### src/rtl/mini_tpu_if.sv
// mini_tpu_if: instruction bus into the systolic engine and its registered result byte back out.
interface mini_tpu_if;
  logic [15:0] instruction;
  logic [7:0]  result;
  modport master (output instruction, input result);
  modport slave  (input instruction, output result);
endinterface

### src/rtl/mini_tpu.sv
// mini_tpu: 4x4 output-stationary systolic matrix-multiply engine, C = A x B on 8-bit unsigned operands.
module mini_tpu (
  input logic       clk,
  input logic       rst,
  mini_tpu_if.slave bus
);
  localparam int N = 4;
  typedef enum logic [1:0] {OP_NOP = 2'b00, OP_RUN = 2'b01, OP_LOAD = 2'b10, OP_STORE = 2'b11} op_e;
  op_e        op;
  logic [1:0] sel, row, col;
  logic [7:0] data;
  logic [N-1:0][N-1:0][7:0]  a_mem_q, a_mem_d, b_mem_q, b_mem_d;
  logic [N-1:0][N-1:0][7:0]  a_pipe_q, a_pipe_d, b_pipe_q, b_pipe_d, a_src, b_src;
  logic [N-1:0][N-1:0][15:0] acc_q, acc_d;
  logic [N-1:0][7:0]         edge_a, edge_b;
  logic [3:0]                t_q, t_d;
  logic [7:0]                result_q, result_d;
  assign op         = op_e'(bus.instruction[15:14]);
  assign sel        = bus.instruction[13:12];
  assign row        = bus.instruction[11:10];
  assign col        = bus.instruction[9:8];
  assign data       = bus.instruction[7:0];
  assign bus.result = result_q;
  // Skewed edge feed: row i / col j starts i / j steps late, so operand k meets PE(i,j) at t = i+j+k.
  always_comb begin
    edge_a = '0;
    edge_b = '0;
    a_src  = '0;
    b_src  = '0;
    for (int i = 0; i < N; i++) begin
      edge_a[i] = (t_q >= 4'(i) && t_q <= 4'(i + 3)) ? a_mem_q[i][2'(t_q - 4'(i))] : 8'h00;
      edge_b[i] = (t_q >= 4'(i) && t_q <= 4'(i + 3)) ? b_mem_q[2'(t_q - 4'(i))][i] : 8'h00;
      a_src[i][0] = edge_a[i];
      b_src[0][i] = edge_b[i];
      for (int j = 1; j < N; j++) begin
        a_src[i][j] = a_pipe_q[i][j-1];
        b_src[j][i] = b_pipe_q[j-1][i];
      end
    end
  end
  always_comb begin
    a_mem_d  = a_mem_q;
    b_mem_d  = b_mem_q;
    a_pipe_d = a_pipe_q;
    b_pipe_d = b_pipe_q;
    acc_d    = acc_q;
    t_d      = t_q;
    result_d = result_q;
    if (op == OP_LOAD) begin
      if (sel == 2'b00) a_mem_d[row][col] = data;
      if (sel == 2'b10) b_mem_d[row][col] = data;
      a_pipe_d = '0;
      b_pipe_d = '0;
      acc_d    = '0;
      t_d      = '0;
    end else if (op == OP_RUN) begin
      a_pipe_d = a_src;
      b_pipe_d = b_src;
      for (int i = 0; i < N; i++)
        for (int j = 0; j < N; j++)
          acc_d[i][j] = acc_q[i][j] + 16'(a_src[i][j]) * 16'(b_src[i][j]);
      t_d = (t_q == 4'd10) ? t_q : t_q + 4'd1;
    end else if (op == OP_STORE) begin
      result_d = acc_q[row][col][7:0];
    end
  end
  always_ff @(posedge clk or posedge rst) begin
    if (rst) begin
      a_mem_q  <= '0;
      b_mem_q  <= '0;
      a_pipe_q <= '0;
      b_pipe_q <= '0;
      acc_q    <= '0;
      t_q      <= '0;
      result_q <= '0;
    end else begin
      a_mem_q  <= a_mem_d;
      b_mem_q  <= b_mem_d;
      a_pipe_q <= a_pipe_d;
      b_pipe_q <= b_pipe_d;
      acc_q    <= acc_d;
      t_q      <= t_d;
      result_q <= result_d;
    end
  end
endmodule

### src/flat_wrapper.sv
// flat-port wrapper written by rule: the top's interface ports become plain ports
module mini_tpu_flat 
  (clk, rst, bus_instruction, bus_result);
  mini_tpu_if bus_i ();
  input logic clk;
  input logic rst;
  input wire logic [$bits(bus_i.instruction)-1:0] bus_instruction;
  output wire logic [$bits(bus_i.result)-1:0] bus_result;
  assign bus_i.instruction = bus_instruction;
  assign bus_result = bus_i.result;
  mini_tpu u_core (.clk(clk), .rst(rst), .bus(bus_i));
endmodule
### config.mk
export PLATFORM = sky130hd
export DESIGN_NAME = mini_tpu_flat
export DESIGN_NICKNAME = d
export VERILOG_FILES = /design/src/rtl/mini_tpu_if.sv /design/src/rtl/mini_tpu.sv /design/src/flat_wrapper.sv
export SDC_FILE = /design/constraint.sdc
export NUM_CORES = 2
export LEC_CHECK = 0
export ABC_AREA = 1
export ABC_CLOCK_PERIOD_IN_PS = 18240
export CAP_MARGIN = 10
export CORE_ASPECT_RATIO = 0.6
export CORE_MARGIN = 2
export CORE_UTILIZATION = 55
export CTS_CLUSTER_DIAMETER = 200
export DETAILED_ROUTE_END_ITERATION = 10
export GPL_TIMING_DRIVEN = 0
export HOLD_SLACK_MARGIN = 0.15
export PLACE_DENSITY = 0.74
export SLEW_MARGIN = 20
export SYNTH_ARGS = -nofsm -noshare
export SYNTH_HDL_FRONTEND = slang
export SYNTH_SLANG_ARGS = --single-unit
### constraint.sdc
create_clock -name clk -period 18.24 [get_ports clk]
set_input_delay 2.736 -clock clk [delete_from_list [all_inputs] [get_ports clk]]
set_output_delay 2.736 -clock clk [all_outputs]
set_load 0.02 [all_outputs]
==> out/results.ini <==
[global_routing]
antenna_found_initial = 2
grt_pass1_vias = 36500
grt_start_max_net_pins = 35
track_usage_pct = 38.7
grt_overflow = 0
grt_pass1_wl_um = 233000

[timing]
fmax_ghz = 0.138
min_period_over_period_pct = 39.8
finalSetupViolations = 0
fin_worst_skew_ps = 28.4
rsz0062_at_grt = false
slew_headroom_pct = 18.4
period_needed_ps = 7260
worst_pin_slew_ps = 1220
finalSetupTns_ps = 0
finalMaxSlewViolations = 0
worst_hold_slack_ps = 484
hold_viol = 0

[floorplanning]
ioPinCount = 26
rows = 79
chipWidth_um = 367
die-area_um2 = 81300
die_h_um = 222
coreArea_um2 = 77800
initial_core_util_pct = 55.8

[routing]
top_layer = met5
wl_met3_um = 29400
wl_um = 156000
drc = 0
final_antenna_net_count = 0
dr_wl_met2_um = 56000
wire_per_inst_um = 23.0
wl_met1_um = 66300
vias = 38800
vias_per_cell = 5.72
initialDrtViolationCount = 5855
first_pass_iters = 9

[setup_path]
worstPathRequired_ps = 18830
cp.arrival_ps = 7860
rrSetupSlack_ps = 10980
crit_type = flop to flop
r2r_end = u_core.acc_q[55]
critPathMaxFanout = 11
worst_path_most_repeated_cell = nand2_1
critPathCaptureType = flop
cp-start-kind = flop
r2r_cells = 34
r2r-start = u_core.t_q[1]
crit_path_top_delay_cell = buf_1
cpPeakStageDelay_ps = 720

[placed_design]
portBuffers = 25
gp_congestion = 1.05
hpwlAfterDp_um = 125000
placed_cells = 6686

[layout]
multi_input_area_um2 = 23100
finish.utilization_pct = 61.1
final_cells = 6796
area_growth_syn_to_layout_pct = 9.38
nFillCells = 7009
fin_nets = 6278
seqCellArea_um2 = 14700
drive_above_1_share_pct = 4.09

[clocking]
cts_setup_buffers = 0
insertion_delay_ps = 670
cts_buffer_depth = 3
cts_made_buffers = 59
ctsHoldBuffers = 0
cts.clk_slew.worst_paths_ps = 70
clock_tree.root_cell = clkbuf_16
htreeDepth = 2
cts_sinks = 588
cts_tree = done
cts.repair.resized = 0

[power_and_ir_drop]
ir_drop_mv = 0.0976
power_density_nw_per_um2 = 118
leakagePower_nw = 24.9
power.total_mw = 5.59

[synthesis]
ys_warn_count = 0
synth-main-ff-cell = dfrtp_1
ys_types = 45
ys_async_sr_fraction_pct = 100
yosysMostFrequentCell = nand2_1
synth_nets = 6171
yosys-top-cells-count = nand2_1, inv_1, dfrtp_1
yosys.area.top_type_share_pct = 33.9
yosys_register_bits = 588
synth_edf_count = 0
synth.yosys.seq_area_share_pct = 33.9
netlist_instances = 5587
yosysTopAreaCell = dfrtp_1
synth_area_um2 = 43400
synth.area.top_cells = dfrtp_1, nand2_1, fa_1
syn_avg_cell_area_um2 = 7.77

[worst_hold_path]
min_from = u_core.a_mem_q[122]
whs_path_depth = 2
worstHoldEndpoint = u_core.a_mem_q[122]
hp-class = flop to flop

[outcome]
outcome = complete, no violations

[job]
cap_violations = 0

critical path, delay by kind of cell (launching register included):
kind            cells  cell delay [ps]
fa+ha+maj           6             2720
buf+inv            11             2170
simple gates       16             1700
flops               1              400
compound gates      1              200
through the flow:
step | cell area (µm²) | worst slack [ps]
after floorplan | 43400 | 7490
after global placement | 45000 | 3430
after detailed placement | 45400 | 11290
after CTS | 47500 | 11230
after global routing | 47500 | 10680
final | 47500 | 10980
flip-flops by register name (all words and copies together) (netlist names):
name               count
u_core.a_mem_q       128
u_core.acc_q         128
u_core.b_mem_q       128
u_core.a_pipe_q       96
u_core.b_pipe_q       96
u_core.bus.result      8
u_core.t_q             4
cell families (layout without fill, tap and decap cells):
logic type | after synthesis | in the layout | share of synthesized area [%]
other | 0 | 1 | 0
adders and majority gates | 566 | 566 | 21.3
xor gates and xnor gates | 161 | 161 | 3.25
buffers and inverters | 1444 | 1599 | 13.0
AOI/OAI and AO/OA | 737 | 737 | 9.40
DFF | 588 | 588 | 33.9
and+or+nand+nor | 2091 | 2091 | 19.2
final cells by class:
type | count | share of cell area, %
Multi-Input combinational cell | 3555 | 48.6
Sequential cell | 588 | 31.0
Inverter | 1209 | 9.57
Clock buffer | 76 | 3.50
Tap cell | 1053 | 2.77
Buffer | 235 | 2.33
Timing Repair Buffer | 46 | 1.41
Clock inverter | 33 | 0.851
Antenna cell | 1 | 0.00527
power by group:
group	internal, mW	switching [mW]	total, mW
Sequential	1.55	0.219	1.76
Combinational	0.660	1.82	2.48
Clock	0.747	0.598	1.34
layer usage:
metal | global-route usage (%) | vias up
li1 | - | 17300
met1 | 58.9 | 18700
met2 | 47.6 | 2560
met3 | 19.0 | 290
met4 | 9.48 | 4
met5 | 1.40 | -
how the worst max path moves through the flow:
| stage | from | endpoint | slack [ps] | cells past startpoint |
|---|---|---|---|---|
| finish | u_core.t_q[1] | u_core.acc_q[55] | 10980 | 34 |
| global route | u_core.t_q[1] | u_core.acc_q[55] | 10680 | 34 |
| CTS | u_core.t_q[1] | u_core.acc_q[55] | 11230 | 33 |
| detailed placement | u_core.t_q[1] | u_core.acc_q[55] | 11290 | 33 |
| global placement | rst | u_core.acc_q[100] | 3430 | 2 |
| floorplan | rst | u_core.a_mem_q[0] | 7490 | 1 |
cell usage in the layout (no fill, tap or decap), types with 9 or more instances in the layout:
master / n
xor2_1: 90
o31ai_1: 16
ha_1: 278
nand4_1: 24
o21ai_1: 9
clkinv_2: 9
dfrtp_1: 588
buf_1: 11
buf_6: 13
clkbuf_2: 11
clkbuf_1: 149
inv_1: 1202
clkdlybuf4s50_1: 25
clkbuf_8: 10
o21ai_0: 422
nand2_1: 1604
clkinvlp_4: 9
o22ai_1: 200
clkbuf_16: 60
buf_4: 10
a21oi_1: 52
nor2_1: 201
nand3_1: 225
a21o_1: 15
buf_12: 20
xnor2_1: 71
fa_1: 288
buf_2: 46
Note: power is estimated with default switching activity, not from simulation.
